--- config.mk ---
export PLATFORM = sky130hd
export DESIGN_NAME = mem_access_arbiter
export DESIGN_NICKNAME = d
export VERILOG_FILES = /design/src/rtl/mem_arb_pkg.sv /design/src/rtl/mem_addr_decode.sv /design/src/rtl/mem_access_arbiter.sv
export SDC_FILE = /design/constraint.sdc
export NUM_CORES = 1
export LEC_CHECK = 0
export ABC_AREA = 1
export CORE_MARGIN = 2
export CORE_UTILIZATION = 48
export CTS_BUF_LIST = sky130_fd_sc_hd__clkbuf_8
export CTS_CLUSTER_DIAMETER = 60
export DETAILED_ROUTE_END_ITERATION = 12
export PLACE_DENSITY = 0.89
export SLEW_MARGIN = 40
export SYNTH_ARGS = -nofsm -noshare
export SYNTH_HDL_FRONTEND = slang
export SYNTH_SLANG_ARGS = --single-unit
--- constraint.sdc ---
create_clock -name clk -period 2.74 [get_ports clk]
set_input_delay 0.548 -clock clk [delete_from_list [all_inputs] [get_ports clk]]
set_output_delay 0.548 -clock clk [all_outputs]
set_load 0.05 [all_outputs]
--- src/rtl/mem_arb_pkg.sv ---
// Shared types and default memory-map constants for the ROM/RAM access arbiter.
package mem_arb_pkg;

    typedef enum logic [1:0] {
        ST_IDLE   = 2'd0,
        ST_ACCESS = 2'd1,
        ST_RESP   = 2'd2
    } arb_state_t;

    typedef enum logic {
        PORT_IF = 1'b0,
        PORT_D  = 1'b1
    } port_id_t;

    localparam int unsigned DEF_BIT_WIDTH = 32;
    localparam logic [31:0] DEF_ROM_BASE  = 32'h0040_0000;
    localparam logic [31:0] DEF_RAM_BASE  = 32'h1001_0000;
    localparam logic [31:0] DEF_ROM_BYTES = 32'h0000_1000;
    localparam logic [31:0] DEF_RAM_BYTES = 32'h0000_1000;

    function automatic logic is_word_aligned(input logic [1:0] lsbs);
        return lsbs == 2'b00;
    endfunction

endpackage

--- src/rtl/mem_addr_decode.sv ---
// Combinational ROM/RAM window decode and access-legality check for one byte address.
module mem_addr_decode
    import mem_arb_pkg::*;
#(
    parameter int                   BIT_WIDTH = DEF_BIT_WIDTH,
    parameter logic [BIT_WIDTH-1:0] ROM_BASE  = BIT_WIDTH'(DEF_ROM_BASE),
    parameter logic [BIT_WIDTH-1:0] RAM_BASE  = BIT_WIDTH'(DEF_RAM_BASE),
    parameter logic [BIT_WIDTH-1:0] ROM_BYTES = BIT_WIDTH'(DEF_ROM_BYTES),
    parameter logic [BIT_WIDTH-1:0] RAM_BYTES = BIT_WIDTH'(DEF_RAM_BYTES)
) (
    input  logic [BIT_WIDTH-1:0] i_addr,
    input  logic                 i_is_store,
    input  logic                 i_is_fetch,
    output logic                 o_in_rom,
    output logic                 o_in_ram,
    output logic                 o_fault
);

    // One extra bit on every operand so base+size never wraps to a small limit.
    logic [BIT_WIDTH:0] w_addr_ext;
    logic [BIT_WIDTH:0] w_rom_lo;
    logic [BIT_WIDTH:0] w_rom_hi;
    logic [BIT_WIDTH:0] w_ram_lo;
    logic [BIT_WIDTH:0] w_ram_hi;

    assign w_addr_ext = {1'b0, i_addr};
    assign w_rom_lo   = {1'b0, ROM_BASE};
    assign w_rom_hi   = {1'b0, ROM_BASE} + {1'b0, ROM_BYTES};
    assign w_ram_lo   = {1'b0, RAM_BASE};
    assign w_ram_hi   = {1'b0, RAM_BASE} + {1'b0, RAM_BYTES};

    assign o_in_rom = (w_addr_ext >= w_rom_lo) && (w_addr_ext < w_rom_hi);
    assign o_in_ram = (w_addr_ext >= w_ram_lo) && (w_addr_ext < w_ram_hi);

    assign o_fault = !is_word_aligned(i_addr[1:0])
                   || !(o_in_rom || o_in_ram)
                   || (i_is_store && o_in_rom)
                   || (i_is_fetch && o_in_ram);

endmodule

--- src/rtl/mem_access_arbiter.sv ---
// Shares the single ROM/RAM port between fetch and data requesters via an IDLE/ACCESS/RESP FSM.
// Define MEM_ARB_ROUND_ROBIN_EN for round-robin tie-breaking; default is fixed data-over-fetch.
module mem_access_arbiter
    import mem_arb_pkg::*;
#(
    parameter int                   BIT_WIDTH = DEF_BIT_WIDTH,
    parameter logic [BIT_WIDTH-1:0] ROM_BASE  = BIT_WIDTH'(DEF_ROM_BASE),
    parameter logic [BIT_WIDTH-1:0] RAM_BASE  = BIT_WIDTH'(DEF_RAM_BASE),
    parameter logic [BIT_WIDTH-1:0] ROM_BYTES = BIT_WIDTH'(DEF_ROM_BYTES),
    parameter logic [BIT_WIDTH-1:0] RAM_BYTES = BIT_WIDTH'(DEF_RAM_BYTES)
) (
    input  logic                 clk,
    input  logic                 rst,
    input  logic                 if_req,
    input  logic [BIT_WIDTH-1:0] if_addr,
    output logic                 if_gnt,
    output logic                 if_rvalid,
    output logic [BIT_WIDTH-1:0] if_rdata,
    output logic                 if_err,
    input  logic                 d_req,
    input  logic                 d_we,
    input  logic [BIT_WIDTH-1:0] d_addr,
    input  logic [BIT_WIDTH-1:0] d_wdata,
    output logic                 d_gnt,
    output logic                 d_rvalid,
    output logic [BIT_WIDTH-1:0] d_rdata,
    output logic                 d_err,
    output logic [BIT_WIDTH-1:0] mem_addr,
    output logic [BIT_WIDTH-1:0] mem_wdata,
    output logic                 mem_we,
    input  logic [BIT_WIDTH-1:0] mem_rdata
);

    arb_state_t           r_state;
    port_id_t             r_port;
    logic                 r_we;
    logic                 r_fault;
    logic                 r_in_rom;
    logic                 r_in_ram;
    logic [BIT_WIDTH-1:0] r_mem_addr;
    logic [BIT_WIDTH-1:0] r_mem_wdata;
    logic [BIT_WIDTH-1:0] r_resp_data;
    logic                 r_if_gnt;
    logic                 r_d_gnt;
    logic                 r_if_rvalid;
    logic                 r_d_rvalid;
    logic                 r_if_err;
    logic                 r_d_err;
    logic [BIT_WIDTH-1:0] r_if_rdata;
    logic [BIT_WIDTH-1:0] r_d_rdata;

    logic                 w_any_req;
    logic                 w_pick_d;
    port_id_t             w_win_port;
    logic [BIT_WIDTH-1:0] w_win_addr;
    logic                 w_win_we;
    logic                 w_dec_in_rom;
    logic                 w_dec_in_ram;
    logic                 w_dec_fault;
    logic                 w_read_ok;

    assign w_any_req = if_req || d_req;

`ifdef MEM_ARB_ROUND_ROBIN_EN
    port_id_t r_last_port;

    // On a tie the port that did not win last time goes first.
    assign w_pick_d = d_req && (!if_req || (r_last_port == PORT_IF));

    always_ff @(posedge clk) begin
        if (!rst) begin
            r_last_port <= PORT_IF;
        end else if ((r_state == ST_IDLE) && w_any_req) begin
            r_last_port <= w_win_port;
        end
    end
`else
    assign w_pick_d = d_req;
`endif

    assign w_win_port = w_pick_d ? PORT_D : PORT_IF;
    assign w_win_addr = w_pick_d ? d_addr : if_addr;
    assign w_win_we   = w_pick_d && d_we;

    mem_addr_decode #(
        .BIT_WIDTH (BIT_WIDTH),
        .ROM_BASE  (ROM_BASE),
        .RAM_BASE  (RAM_BASE),
        .ROM_BYTES (ROM_BYTES),
        .RAM_BYTES (RAM_BYTES)
    ) u_decode (
        .i_addr     (w_win_addr),
        .i_is_store (w_win_we),
        .i_is_fetch (!w_pick_d),
        .o_in_rom   (w_dec_in_rom),
        .o_in_ram   (w_dec_in_ram),
        .o_fault    (w_dec_fault)
    );

    assign w_read_ok = !r_fault && !r_we && (r_in_rom || r_in_ram);

    // NOTE: mem_we is qualified by rst so a store caught by reset never reaches the memory edge.
    assign mem_we = (r_state == ST_ACCESS) && r_we && r_in_ram && !r_fault && rst;

    // NOTE: all state updates use <= so every branch sees the pre-edge values of the other registers.
    always_ff @(posedge clk) begin
        if (!rst) begin
            r_state     <= ST_IDLE;
            r_port      <= PORT_IF;
            r_we        <= 1'b0;
            r_fault     <= 1'b0;
            r_in_rom    <= 1'b0;
            r_in_ram    <= 1'b0;
            r_mem_addr  <= '0;
            r_mem_wdata <= '0;
            r_resp_data <= '0;
            r_if_gnt    <= 1'b0;
            r_d_gnt     <= 1'b0;
            r_if_rvalid <= 1'b0;
            r_d_rvalid  <= 1'b0;
            r_if_err    <= 1'b0;
            r_d_err     <= 1'b0;
            r_if_rdata  <= '0;
            r_d_rdata   <= '0;
        end else begin
            r_if_gnt    <= 1'b0;
            r_d_gnt     <= 1'b0;
            r_if_rvalid <= 1'b0;
            r_d_rvalid  <= 1'b0;
            r_if_err    <= 1'b0;
            r_d_err     <= 1'b0;

            case (r_state)
                ST_IDLE: begin
                    if (w_any_req) begin
                        r_port     <= w_win_port;
                        r_mem_addr <= w_win_addr;
                        r_we       <= w_win_we;
                        r_fault    <= w_dec_fault;
                        r_in_rom   <= w_dec_in_rom;
                        r_in_ram   <= w_dec_in_ram;
                        if (w_pick_d) begin
                            r_mem_wdata <= d_wdata;
                        end
                        r_d_gnt    <= w_pick_d;
                        r_if_gnt   <= !w_pick_d;
                        r_state    <= ST_ACCESS;
                    end
                end

                ST_ACCESS: begin
                    r_resp_data <= w_read_ok ? mem_rdata : '0;
                    r_state     <= ST_RESP;
                end

                ST_RESP: begin
                    if (r_port == PORT_D) begin
                        r_d_rvalid <= 1'b1;
                        r_d_err    <= r_fault;
                        r_d_rdata  <= r_resp_data;
                    end else begin
                        r_if_rvalid <= 1'b1;
                        r_if_err    <= r_fault;
                        r_if_rdata  <= r_resp_data;
                    end
                    r_state <= ST_IDLE;
                end

                default: r_state <= ST_IDLE;
            endcase
        end
    end

    assign if_gnt    = r_if_gnt;
    assign if_rvalid = r_if_rvalid;
    assign if_rdata  = r_if_rdata;
    assign if_err    = r_if_err;
    assign d_gnt     = r_d_gnt;
    assign d_rvalid  = r_d_rvalid;
    assign d_rdata   = r_d_rdata;
    assign d_err     = r_d_err;
    assign mem_addr  = r_mem_addr;
    assign mem_wdata = r_mem_wdata;

endmodule

* Word-level counts from Yosys, hierarchy flattened
Cells that the tools add are included.
Widths: inputs -> output; s select.
** Storage, ports and cells
- Input bits :: 133
- Register bits :: 173
** Operators by class
- $lt $le $gt $ge :: 4
- Reduce and logical (&&, ||, !) cells :: 32
- Bitwise gates (word level) :: 3
- Muxes and demuxes :: 7
- Eq/ne operators :: 3
** Operators by type and width (number)
- $mux 32 :: 2
- $ge 32x23->1 const B :: 1
- $ge 32x29->1 const B :: 1
- $lt 32x23->1 const B :: 1
- $lt 32x29->1 const B :: 1
- $logic_and 1x1->1 :: 11
- $reduce_and 3->1 :: 3
- $reduce_and 2->1 :: 4
- $logic_or 1x1->1 :: 6
- $logic_not 1->1 :: 5
- $logic_not 2->1 :: 2
- $pmux 2 s2 :: 1
- $mux 1 :: 3
- $not 1->1 :: 3
- $reduce_or 3->1 :: 1
- $eq 2x1->1 const B :: 1
- $eq 2x2->1 const B :: 1
- $mux 2 :: 1
- $ne 2x2->1 const B :: 1

* Logic depth before layout (Yosys ltp)
- Word-level depth :: 8
- Mapped depth :: 14

* By module
Synthesis repeated with hierarchy kept, for this count alone.
** Unflattened totals
- Cells, all modules :: 1166
- Area, all modules :: 7644.8 um^2
** By module, submodules not included
- mem_access_arbiter :: cells an instance 1132, instances 1, area an instance 7483.4 um^2, seq. area each 3463.3 um^2
- mem_addr_decode :: cells an instance 34, instances 1, area an instance 161.4 um^2, seq. area each 0.0 um^2

* Least setup slack after synthesis
Ideal clock, no wire load.
- Kind :: input-to-output
- Start :: input port rst
- End :: output port mem_we
- Buffers on the path :: 1
- Arrival time :: 2.184 ns
- Stages :: 3
- Slack :: 0.008 ns
- Cell sequence :: clkbuf_1 > clkinv_1 > nor3_1
** On the way
- Word-level cells in the longest chain between the ends :: 1
** Ends and longest elaborated chain
- from (decl) :: line mem_access_arbiter.sv:13 : input logic rst,
- $logic_and 1x1->1 :: line mem_access_arbiter.sv:103 : assign mem_we = (r_state == ST_ACCESS) && r_we && r_in_ram && !r_fault && rst;
- to (decl) :: line mem_access_arbiter.sv:30 : output logic mem_we,
Every way passes these cells.

* Worst setup path in the final report
- Start :: register r_mem_addr[17], in the netlist mem_addr[17]
- End :: output port mem_addr[17]
** RTL lines
- from (decl) :: line mem_access_arbiter.sv:40 : logic [BIT_WIDTH-1:0] r_mem_addr;
- from (signal assigned) :: line mem_access_arbiter.sv:137 : r_mem_addr <= w_win_addr;
- to (decl) :: line mem_access_arbiter.sv:28 : output logic [BIT_WIDTH-1:0] mem_addr,
No word-level cell between the ends.

==> key figures <==
Status
  – Status: finished, final reports clean

Die
  – Core ar.: 13,240 um^2
  – Initial Util: 0.4924
  – Io pins: 268
  – Row Count: 42
  – Die area: 14,530 um^2
  – Die extent in x: 120.6 um
  – Chip height: 120.6 um

Pwr
  – NetSw: 1917 uW
  – Reg power frac: 0.472
  – Clk network pwr share: 0.280
  – Leak: 0.003723 uW
  – PwrDens: 617.6 nW/um^2
  – Sw Ratio: 0.3212
  – Total power draw: 5969 uW
  – Comb pwr share: 0.248
  – Max IR drop VDD: 310.9 uV
  – Int Power: 4052 uW

Final layout
  – Area growth syn-to-layout: 48.20%
  – Post-Layout Cell Count: 1,276
  – Register area: 3463 um^2
  – Total Nets Final: 1,220
  – # fillers: 1,033
  – Layout cells sized above 1: 0.05000
  – Multi-input logic area: 2469 um^2
  – # diodes: 0

Clocking
  – H-tree Lvls: 4
  – Insertion delay to the later sink of the worst-skew pair: 0.44 ns
  – Post-CTS setup buffers: 0
  – TritonCTS buffer count: 17
  – Clk pin slew, worst setup/hold paths: 0.09 ns
  – Clock buffer depth: 2
  – CTS sink cnt: 173
  – CTS tree: done
  – Post-cts hold buffer count: 0
  – Clock Tree Root: clkbuf_8
  – CTS resizes: 0

Synthesis
  – Syn Area/Cell: 7.654 um^2
  – Distinct cells, synth: 25
  – Synth Register Bits: 173
  – Synth area leader: dfxtp_1
  – YS warnings: 0
  – Largest family of logic cells by synthesized area: compound AO/OA/AOI/OAI gates
  – Synth Instances: 852
  – Post-Syn Nets: 985
  – Simple-gate area share of the yosys netlist: 0.1406
  – Synth top area share: 0.5311
  – XOR/XNOR Fraction of Synth Area: 0
  – Post-Synth Adder-Cell Area: 0
  – Seq/Total Area, Yosys: 0.5311
  – Cell Area, Synth: 6521 um^2
  – Synth Area in Compound Gates: 0.2352
  – Portion of netlist area occupied by mux cells: 0
  – Area contributors post-synth: dfxtp_1 (53%), o21ai_0 (12%), a21oi_1 (8.2%)

Critical path
  – CP endpoint kind: output port
  – CP startpoint kind: flip-flop
  – Critical path peak fanout: 2
  – Worst Path Buf+Inv: 1
  – CP Cell Sequence: clkdlybuf4s50_1
  – Critical path's top delay family: buffers and inverters
  – Worst r2r dst: mem_addr[6]
  – WS Path Type: reg2out
  – R2R cell count: 8
  – Max incr delay on CP: 0.84 ns
  – Worst Path Arrival: 1.65 ns
  – Critical-path top delay cell: clkdlybuf4s50_1
  – R2R Setup Slk: 1.08 ns
  – Worst Path Required: 2.19 ns
  – Critical R2R Launch: r_state[1]

Timing
  – Final setup fails: 0
  – Rel. slew slack: 0.6154
  – RSZ-0062 raised after global routing: no
  – Final hold slack: 0.4461 ns
  – Worst slew pin tran: 0.5751 ns
  – Final Hold Vio Count: 0
  – Final worst-path cycle share: 0.8032
  – Period minus WS final: 2.201 ns
  – Setup Skew: 0.01137 ns
  – Setup tns final: 0 ns
  – Fin. max-slew vios: 0
  – F_max: 454.4 MHz

Routing
  – Vias/cell: 5.031
  – # DRC: 0
  – DR vias: 6,420
  – Initial drt markers: 577
  – WL final: 18,060 um
  – TritonRoute pass-1 iters: 5
  – Post-route antenna net violation count: 0
  – Routed WL per cell: 14.15 um

Flow run
  – Maxcap violations: 0

GRT
  – Initial antenna violation count: 0
  – Vias in the first global route: 6,000
  – Largest net degree at the start of global routing: 164
  – First-pass GRT wire length: 28,690 um
  – Total congestion overflow: 0
  – GRT Util Overall: 0.2456

Worst hold path
  – WHS Endpoint: d_rdata[6]
  – Worst Hold Class: reg2reg
  – Hold-critical path depth: 2
  – Hold path start: d_rdata[6]

Placement
  – Placed Cells: 1,244
  – Gp weighted congestion: 0.8554
  – Post-DP HPWL: 12,600 um
  – Port Buffers: 267
## cell type report
class / instances / share of cell area
timing repair buffer: 278 / 0.2910
inverter: 86 / 0.03418
sequential: 173 / 0.3584
clock buffer: 17 / 0.02421
tap: 176 / 0.02279
clock inverter: 15 / 0.01398
multi-input combinational: 531 / 0.2554
## metrics by stage
step | worst slack, ns | cell area [um^2] | util
final | 0.5393 | 9664 | 0.7298
after global routing | 0.4656 | 9664 | 0.7298
after CTS | 0.5124 | 9664 | 0.7298
after detailed placement | 0.2548 | 9295 | 0.7019
after global placement | 0.2954 | 9295 | 0.7019
after floorplan | 0.008407 | 6521 | -
## flip-flops by register name, indices dropped and copies added, names as in the netlist, 2 cells and up
register	flops
if_rdata	32
r_state	2
mem_wdata	32
r_resp_data	32
mem_addr	32
d_rdata	32
## power by group through the flow
stage | clock (uW) | sequential (uW) | combinational, uW
2_1_floorplan | 0 | 3340 | 413
3_3_place_gp | 0 | 2860 | 1460
3_5_place_dp | 0 | 2870 | 1480
4_1_cts | 1700 | 2820 | 1490
5_1_grt | 1810 | 2840 | 1580
6_report | 1670 | 2820 | 1480
## how the worst max path moves through the flow
stage | from | end | slack (ns) | depth (start not counted)
after CTS | mem_addr[17] | mem_addr[17] | 0.51 | 1
after detailed placement | d_req | r_fault | 0.25 | 12
after global routing | mem_addr[17] | mem_addr[17] | 0.47 | 1
final | mem_addr[17] | mem_addr[17] | 0.54 | 1
after global placement | d_req | r_fault | 0.30 | 12
after floorplan | rst | mem_we | 0.008 | 3
## cell usage after synthesis, drive strengths merged
| master | n |
|---|---|
| nand3b | 1 |
| and3 | 1 |
| nor3 | 4 |
| nand2 | 119 |
| nor2 | 97 |
| clkbuf | 52 |
| dfxtp | 173 |
| clkinv | 2 |
| or2 | 1 |
| and2 | 1 |
| nand3 | 7 |
| a31oi | 23 |
| o21ai | 170 |
| inv | 84 |
| buf | 10 |
| a21oi | 107 |
## kinds of logic (layout without fill, tap and decap cells)
| logic type | Yosys count | count (layout) |
|---|---|---|
| buffers and inverters | 148 | 396 |
| AOI/OAI and AO/OA | 300 | 300 |
| and+or+nand+nor | 231 | 231 |
| DFF | 173 | 173 |
## metal layers
metal | track usage | wire [um]
met1 | 0.3017 | 7493
met2 | 0.4085 | 8768
met3 | 0.05708 | 1238
met4 | 0.1134 | 558
met5 | 0 | 0
## placed cells by master (no fill, tap or decap), types with 2 or more instances in the layout
master           Yosys  routed
clkinv_1             2       2
clkbuf_8             0      17
nand2_2              5       5
dfxtp_1            173     173
a31oi_1             23      23
nand3_1              7       6
nor2_4               1       2
o21ai_1              8       8
buf_4                1       8
bufinv_16            0       2
clkinv_2             0       5
o21ai_0            161     161
nor2_1              94      93
inv_1               83      87
a21oi_1            107     107
nand2_1            114     114
clkdlybuf4s50_1      0     265
nor3_1               4       3
clkinv_4             0       4
nor2_2               2       2
buf_12               0       5
(Power assumes the default switching activity.)
